===== src/rtl/serial_subtractor.sv =====
// serial_subtractor: bit-serial two's-complement subtractor.
// Computes diff = in1 - in2 - bin, LSB first, one bit per clock.
// Operands are captured on a start/done handshake.
//
// Handshake: start is accepted on any rising edge where the block is not
// busy (IDLE or DONE). An accepted start latches in1/in2/bin. The result
// appears WIDTH edges later. It is marked by a one-cycle done pulse.
// diff/bout change only on entry to DONE and otherwise hold their value.
//
// Optional build macro SERIAL_SUB_OVF_EN adds the ovf output, which
// reports signed overflow of the subtraction.
module serial_subtractor #(
    parameter int WIDTH = 8
) (
    input  logic             clk,
    input  logic             rst_n,
    input  logic             start,
    input  logic [WIDTH-1:0] in1,
    input  logic [WIDTH-1:0] in2,
    input  logic             bin,
    output logic             busy,
    output logic             done,
    output logic [WIDTH-1:0] diff,
    output logic             bout
`ifdef SERIAL_SUB_OVF_EN
    ,
    output logic             ovf
`endif
);

    localparam int CNT_W = $clog2(WIDTH);
    localparam logic [CNT_W-1:0] LAST_BIT = CNT_W'(WIDTH - 1);

    localparam logic [1:0] ST_IDLE = 2'd0;
    localparam logic [1:0] ST_RUN  = 2'd1;
    localparam logic [1:0] ST_DONE = 2'd2;

    logic [1:0]       state_q, state_d;
    logic [WIDTH-1:0] a_q, a_d;
    logic [WIDTH-1:0] b_q, b_d;
    // Holds the WIDTH-1 result bits already produced. The final bit is
    // merged in directly when diff is loaded.
    logic [WIDTH-2:0] res_q, res_d;
    logic             br_q, br_d;
    logic [CNT_W-1:0] cnt_q, cnt_d;
    logic [WIDTH-1:0] diff_q, diff_d;
    logic             bout_q, bout_d;

    logic             d_bit;
    logic             br_next;
    logic [WIDTH-1:0] res_shift;

`ifdef SERIAL_SUB_OVF_EN
    logic a_msb_q, a_msb_d;
    logic b_msb_q, b_msb_d;
    logic ovf_q, ovf_d;
`endif

    // Full-subtractor cell on the current operand LSBs and the running borrow.
    always_comb begin
        d_bit     = a_q[0] ^ b_q[0] ^ br_q;
        br_next   = (~a_q[0] & b_q[0]) | (~(a_q[0] ^ b_q[0]) & br_q);
        res_shift = {d_bit, res_q};
    end

    // Next-state logic for the IDLE/RUN/DONE sequencer and the datapath.
    always_comb begin
        state_d = state_q;
        a_d     = a_q;
        b_d     = b_q;
        res_d   = res_q;
        br_d    = br_q;
        cnt_d   = cnt_q;
        diff_d  = diff_q;
        bout_d  = bout_q;
`ifdef SERIAL_SUB_OVF_EN
        a_msb_d = a_msb_q;
        b_msb_d = b_msb_q;
        ovf_d   = ovf_q;
`endif
        case (state_q)
            ST_IDLE, ST_DONE: begin
                if (start) begin
                    state_d = ST_RUN;
                    a_d     = in1;
                    b_d     = in2;
                    br_d    = bin;
                    res_d   = '0;
                    cnt_d   = '0;
`ifdef SERIAL_SUB_OVF_EN
                    a_msb_d = in1[WIDTH-1];
                    b_msb_d = in2[WIDTH-1];
`endif
                end else begin
                    state_d = ST_IDLE;
                end
            end
            ST_RUN: begin
                a_d   = a_q >> 1;
                b_d   = b_q >> 1;
                br_d  = br_next;
                res_d = res_shift[WIDTH-1:1];
                cnt_d = cnt_q + 1'b1;
                if (cnt_q == LAST_BIT) begin
                    state_d = ST_DONE;
                    diff_d  = res_shift;
                    bout_d  = br_next;
`ifdef SERIAL_SUB_OVF_EN
                    ovf_d   = (a_msb_q != b_msb_q) && (d_bit != a_msb_q);
`endif
                end
            end
            default: state_d = ST_IDLE;
        endcase
    end

    // State and datapath registers; everything clears on reset.
    always_ff @(posedge clk or negedge rst_n) begin
        if (!rst_n) begin
            state_q <= ST_IDLE;
            a_q     <= '0;
            b_q     <= '0;
            res_q   <= '0;
            br_q    <= 1'b0;
            cnt_q   <= '0;
            diff_q  <= '0;
            bout_q  <= 1'b0;
`ifdef SERIAL_SUB_OVF_EN
            a_msb_q <= 1'b0;
            b_msb_q <= 1'b0;
            ovf_q   <= 1'b0;
`endif
        end else begin
            state_q <= state_d;
            a_q     <= a_d;
            b_q     <= b_d;
            res_q   <= res_d;
            br_q    <= br_d;
            cnt_q   <= cnt_d;
            diff_q  <= diff_d;
            bout_q  <= bout_d;
`ifdef SERIAL_SUB_OVF_EN
            a_msb_q <= a_msb_d;
            b_msb_q <= b_msb_d;
            ovf_q   <= ovf_d;
`endif
        end
    end

    // Status and result outputs decode directly from registers.
    always_comb begin
        busy = (state_q == ST_RUN);
        done = (state_q == ST_DONE);
        diff = diff_q;
        bout = bout_q;
`ifdef SERIAL_SUB_OVF_EN
        ovf  = ovf_q;
`endif
    end

endmodule

===== config.mk =====
export PLATFORM = sky130hd
export DESIGN_NAME = serial_subtractor
export DESIGN_NICKNAME = d
export VERILOG_FILES = /design/src/rtl/serial_subtractor.sv
export SDC_FILE = /design/constraint.sdc
export NUM_CORES = 1
export LEC_CHECK = 0
export CAP_MARGIN = 20
export CELL_PAD_IN_SITES_DETAIL_PLACEMENT = 1
export CELL_PAD_IN_SITES_GLOBAL_PLACEMENT = 1
export CORE_MARGIN = 8
export CORE_UTILIZATION = 45
export CTS_CLUSTER_SIZE = 12
export DETAILED_ROUTE_END_ITERATION = 7
export PLACE_DENSITY = 0.86
export SETUP_SLACK_MARGIN = 0.1
export SLEW_MARGIN = 20
export SYNTH_ARGS = -nofsm -noshare
export SYNTH_HDL_FRONTEND = slang
export SYNTH_SLANG_ARGS = --single-unit

===== constraint.sdc =====
create_clock -name clk -period 3.43 [get_ports clk]
set_clock_uncertainty 0.2 [all_clocks]
set_input_delay 0.686 -clock clk [delete_from_list [all_inputs] [get_ports clk]]
set_output_delay 0.686 -clock clk [all_outputs]
set_load 0.02 [all_outputs]

==> flow_summary.toml <==
[status]
status = "complete, no violations"

[grt]
grt_max_degree = 39
grt_pass1_wl_um = 7169
grt_overflow = 0
grt_pass1_vias = 1436
grt_usage_pct = 14.26
antenna_found_initial = 0

[timing]
worstMarginPinSlew_ns = 0.8458
hold_viol_final = 0
setup_violations = 0
finalCritPeriodShare_pct = 80.11
max_slew_margin_pct = 43.61
whs_ns = 0.2992
slew_viol_final = 0
finalCriticalPeriod_ns = 2.748
fin_tns_setup_ns = 0
fmax_mhz = 363.9
grt_setup_unrepaired = "no"

[detailed_routing]
ant_nets = 0
vias = 1281
drt-pass1-iter-count = 4
drt_iter0_drc = 48
wire_per_inst_um = 18.00
wl_um = 4249
drcViolationCount = 0
routed_via_density = 5.428

[cells_and_area]
drive_gt1_share_pct = 12.90
area_delta_synth_final_pct = 19.95
n_antenna_cell = 0
nNetsFinal = 208
post-route-util_pct = 56.55
fillers = 427

[clock_tree]
path_clk_slew_ns = 0.08
cts_tree = "built"
cts-htree-levels = 2
clock_latency_ns = 0.29
post_cts_buffers = 0
cts_buffers = 5
cts.repair.resized = 0
cts_hold_buf = 0
clock_sinks = 38
cts_root_buf = "clkbuf_8"
clock_path_buffers = 2

[placed_design]
gp_congestion = 0.7113
portBuffers = 30
place_hpwl_um = 2989

[logic_synthesis]
yosysTopAreaCellShare_pct = 49.71
synth_top_cell_by_area = "dfrtp_1"
synth_area_leaders = "dfrtp_1 (50%), mux2i_1 (9.9%), mux2_4 (6.3%)"
syn_avg_cell_area_um2 = 12.19
synth.distinct_cells = 24
syn_area_um2 = 1913
yosysWarnings = 0
ys_seq_area_share_pct = 49.71
synth_nets = 180
synth-seq-cells = 38
syn_inst = 157

[power]
intPower_w = 0.001287
peakVddDrop_v = 0.0003119
swShare_pct = 35.99
pwr-share-comb_pct = 41.7
p_seq_share_pct = 39.8
p_leak_nw = 1.010
switching_power_w = 0.0007235
power.total_w = 0.002010
p_clk_share_pct = 18.5
p_per_area_nw_per_um2 = 876.1

[flow_run]
max-cap-violations = 0

[floorplanning]
rows = 23
die_h_um = 81.20
ios = 31
start_util_pct = 47.15
die_x_um = 81.20
core_um2 = 4058
dieArea_um2 = 6593

[critical_path]
crit_required_ns = 2.54
critical_path_class = "flip-flop to primary output"
reg2reg_slack_ns = 1.64
end_kind = "primary output"
startpoint_type = "flip-flop"
critical_path_arrival_ns = 1.86
cp_max_fo = 23

[hold_path]
hp-class = "input pin to async pin"
[stage by stage]
step / std cells / area [um2] / setup slack, ns
final: 236 / 2295 / 0.6823
after global routing: 236 / 2295 / 0.5769
after CTS: 236 / 2295 / 0.6640
after detailed placement: 228 / 2186 / 0.8676
after global placement: 228 / 2186 / 0.9418
after floorplan: 157 / 1913 / 1.577
[cells in the final DEF, fill, tap and decap left out, drive strengths merged]
cell | Yosys | routed
dfrtp | 38 | 38
clkdlybuf4s50 | 0 | 29
mux2i | 19 | 19
a21oi | 17 | 17
a211oi | 13 | 13
nor2b | 13 | 13
mux2 | 9 | 9
a22o | 7 | 7
o21ai | 6 | 6
nand2 | 6 | 6
inv | 5 | 5
clkbuf | 1 | 5
buf | 11 | 4
nand3 | 2 | 2
nor2 | 2 | 2
o211a | 2 | 2
and2b | 2 | 2
ha | 2 | 2
clkinv | 0 | 2
nand3b | 1 | 1
fa | 1 | 1
bufinv | 0 | 1
[worst paths after layout]
path,startpoint,end,cells past startpoint
min in group clk,bout,bout,2
hold / removal,rst_n,diff[1],1
hold reg to reg,bout,bout,2
setup / recovery,state_q[1],done,3
max in group asynchronous,rst_n,b_q[6],1
setup reg to reg,state_q[1],diff[0],3
[metal layers]
metal / vias up / wire [um] / global-route usage (%)
met5: - / 0 / 0
met4: 0 / 66 / 5.893
met3: 8 / 194 / 3.753
met2: 28 / 2181 / 25.58
met1: 633 / 1807 / 15.54
li1: 612 / - / -
[state kept, by name, summed over array words and instances, names as in the netlist]
signal / flops
a_q: 8
b_q: 8
bout: 1
br_q: 1
cnt_q: 3
diff: 8
res_q: 7
state_q: 2
[area by class of cell]
class                           count  area [um2]  area share [%]
Clock buffer                        5       68.82           2.999
Clock inverter                      3       40.04           1.745
Inverter                            5       18.77          0.8179
Multi-Input combinational cell    102       835.8           36.42
Sequential cell                    38       950.9           41.44
Tap cell                           50       62.56           2.726
Timing Repair Buffer               33       317.8           13.85
[worst max-delay path: stages (launching register included)]
cell and delay (ns):
dfrtp_1 0.41, buf_4 0.36, nor2b_1 0.17, clkdlybuf4s50_1 0.61
[cell families after synthesis]
kind of cell | count (synthesis) | synth area share, %
buf+inv | 17 | 6.606
flops | 38 | 49.71
mux | 28 | 16.81
fa+ha+maj | 3 | 2.354
compound gates | 45 | 15.96
simple gates | 26 | 8.567
[power groups by stage]
stage / logic (W) / clock network (W) / registers (W)
after global placement: 0.000791 / 0 / 0.000784
after CTS: 0.000855 / 0.000381 / 0.000801
after floorplan: 0.000579 / 0 / 0.000813
after detailed placement: 0.000847 / 0 / 0.000810
after global routing: 0.000937 / 0.000399 / 0.000828
final: 0.000839 / 0.000372 / 0.000800
[cell usage after synthesis, drive strengths merged]
library cell  count
dfrtp            38
mux2i            19
a21oi            17
a211oi           13
nor2b            13
buf              11
mux2              9
a22o              7
nand2             6
o21ai             6
inv               5
and2b             2
ha                2
nand3             2
nor2              2
o211a             2
clkbuf            1
fa                1
nand3b            1
(Power assumes the default switching activity.)
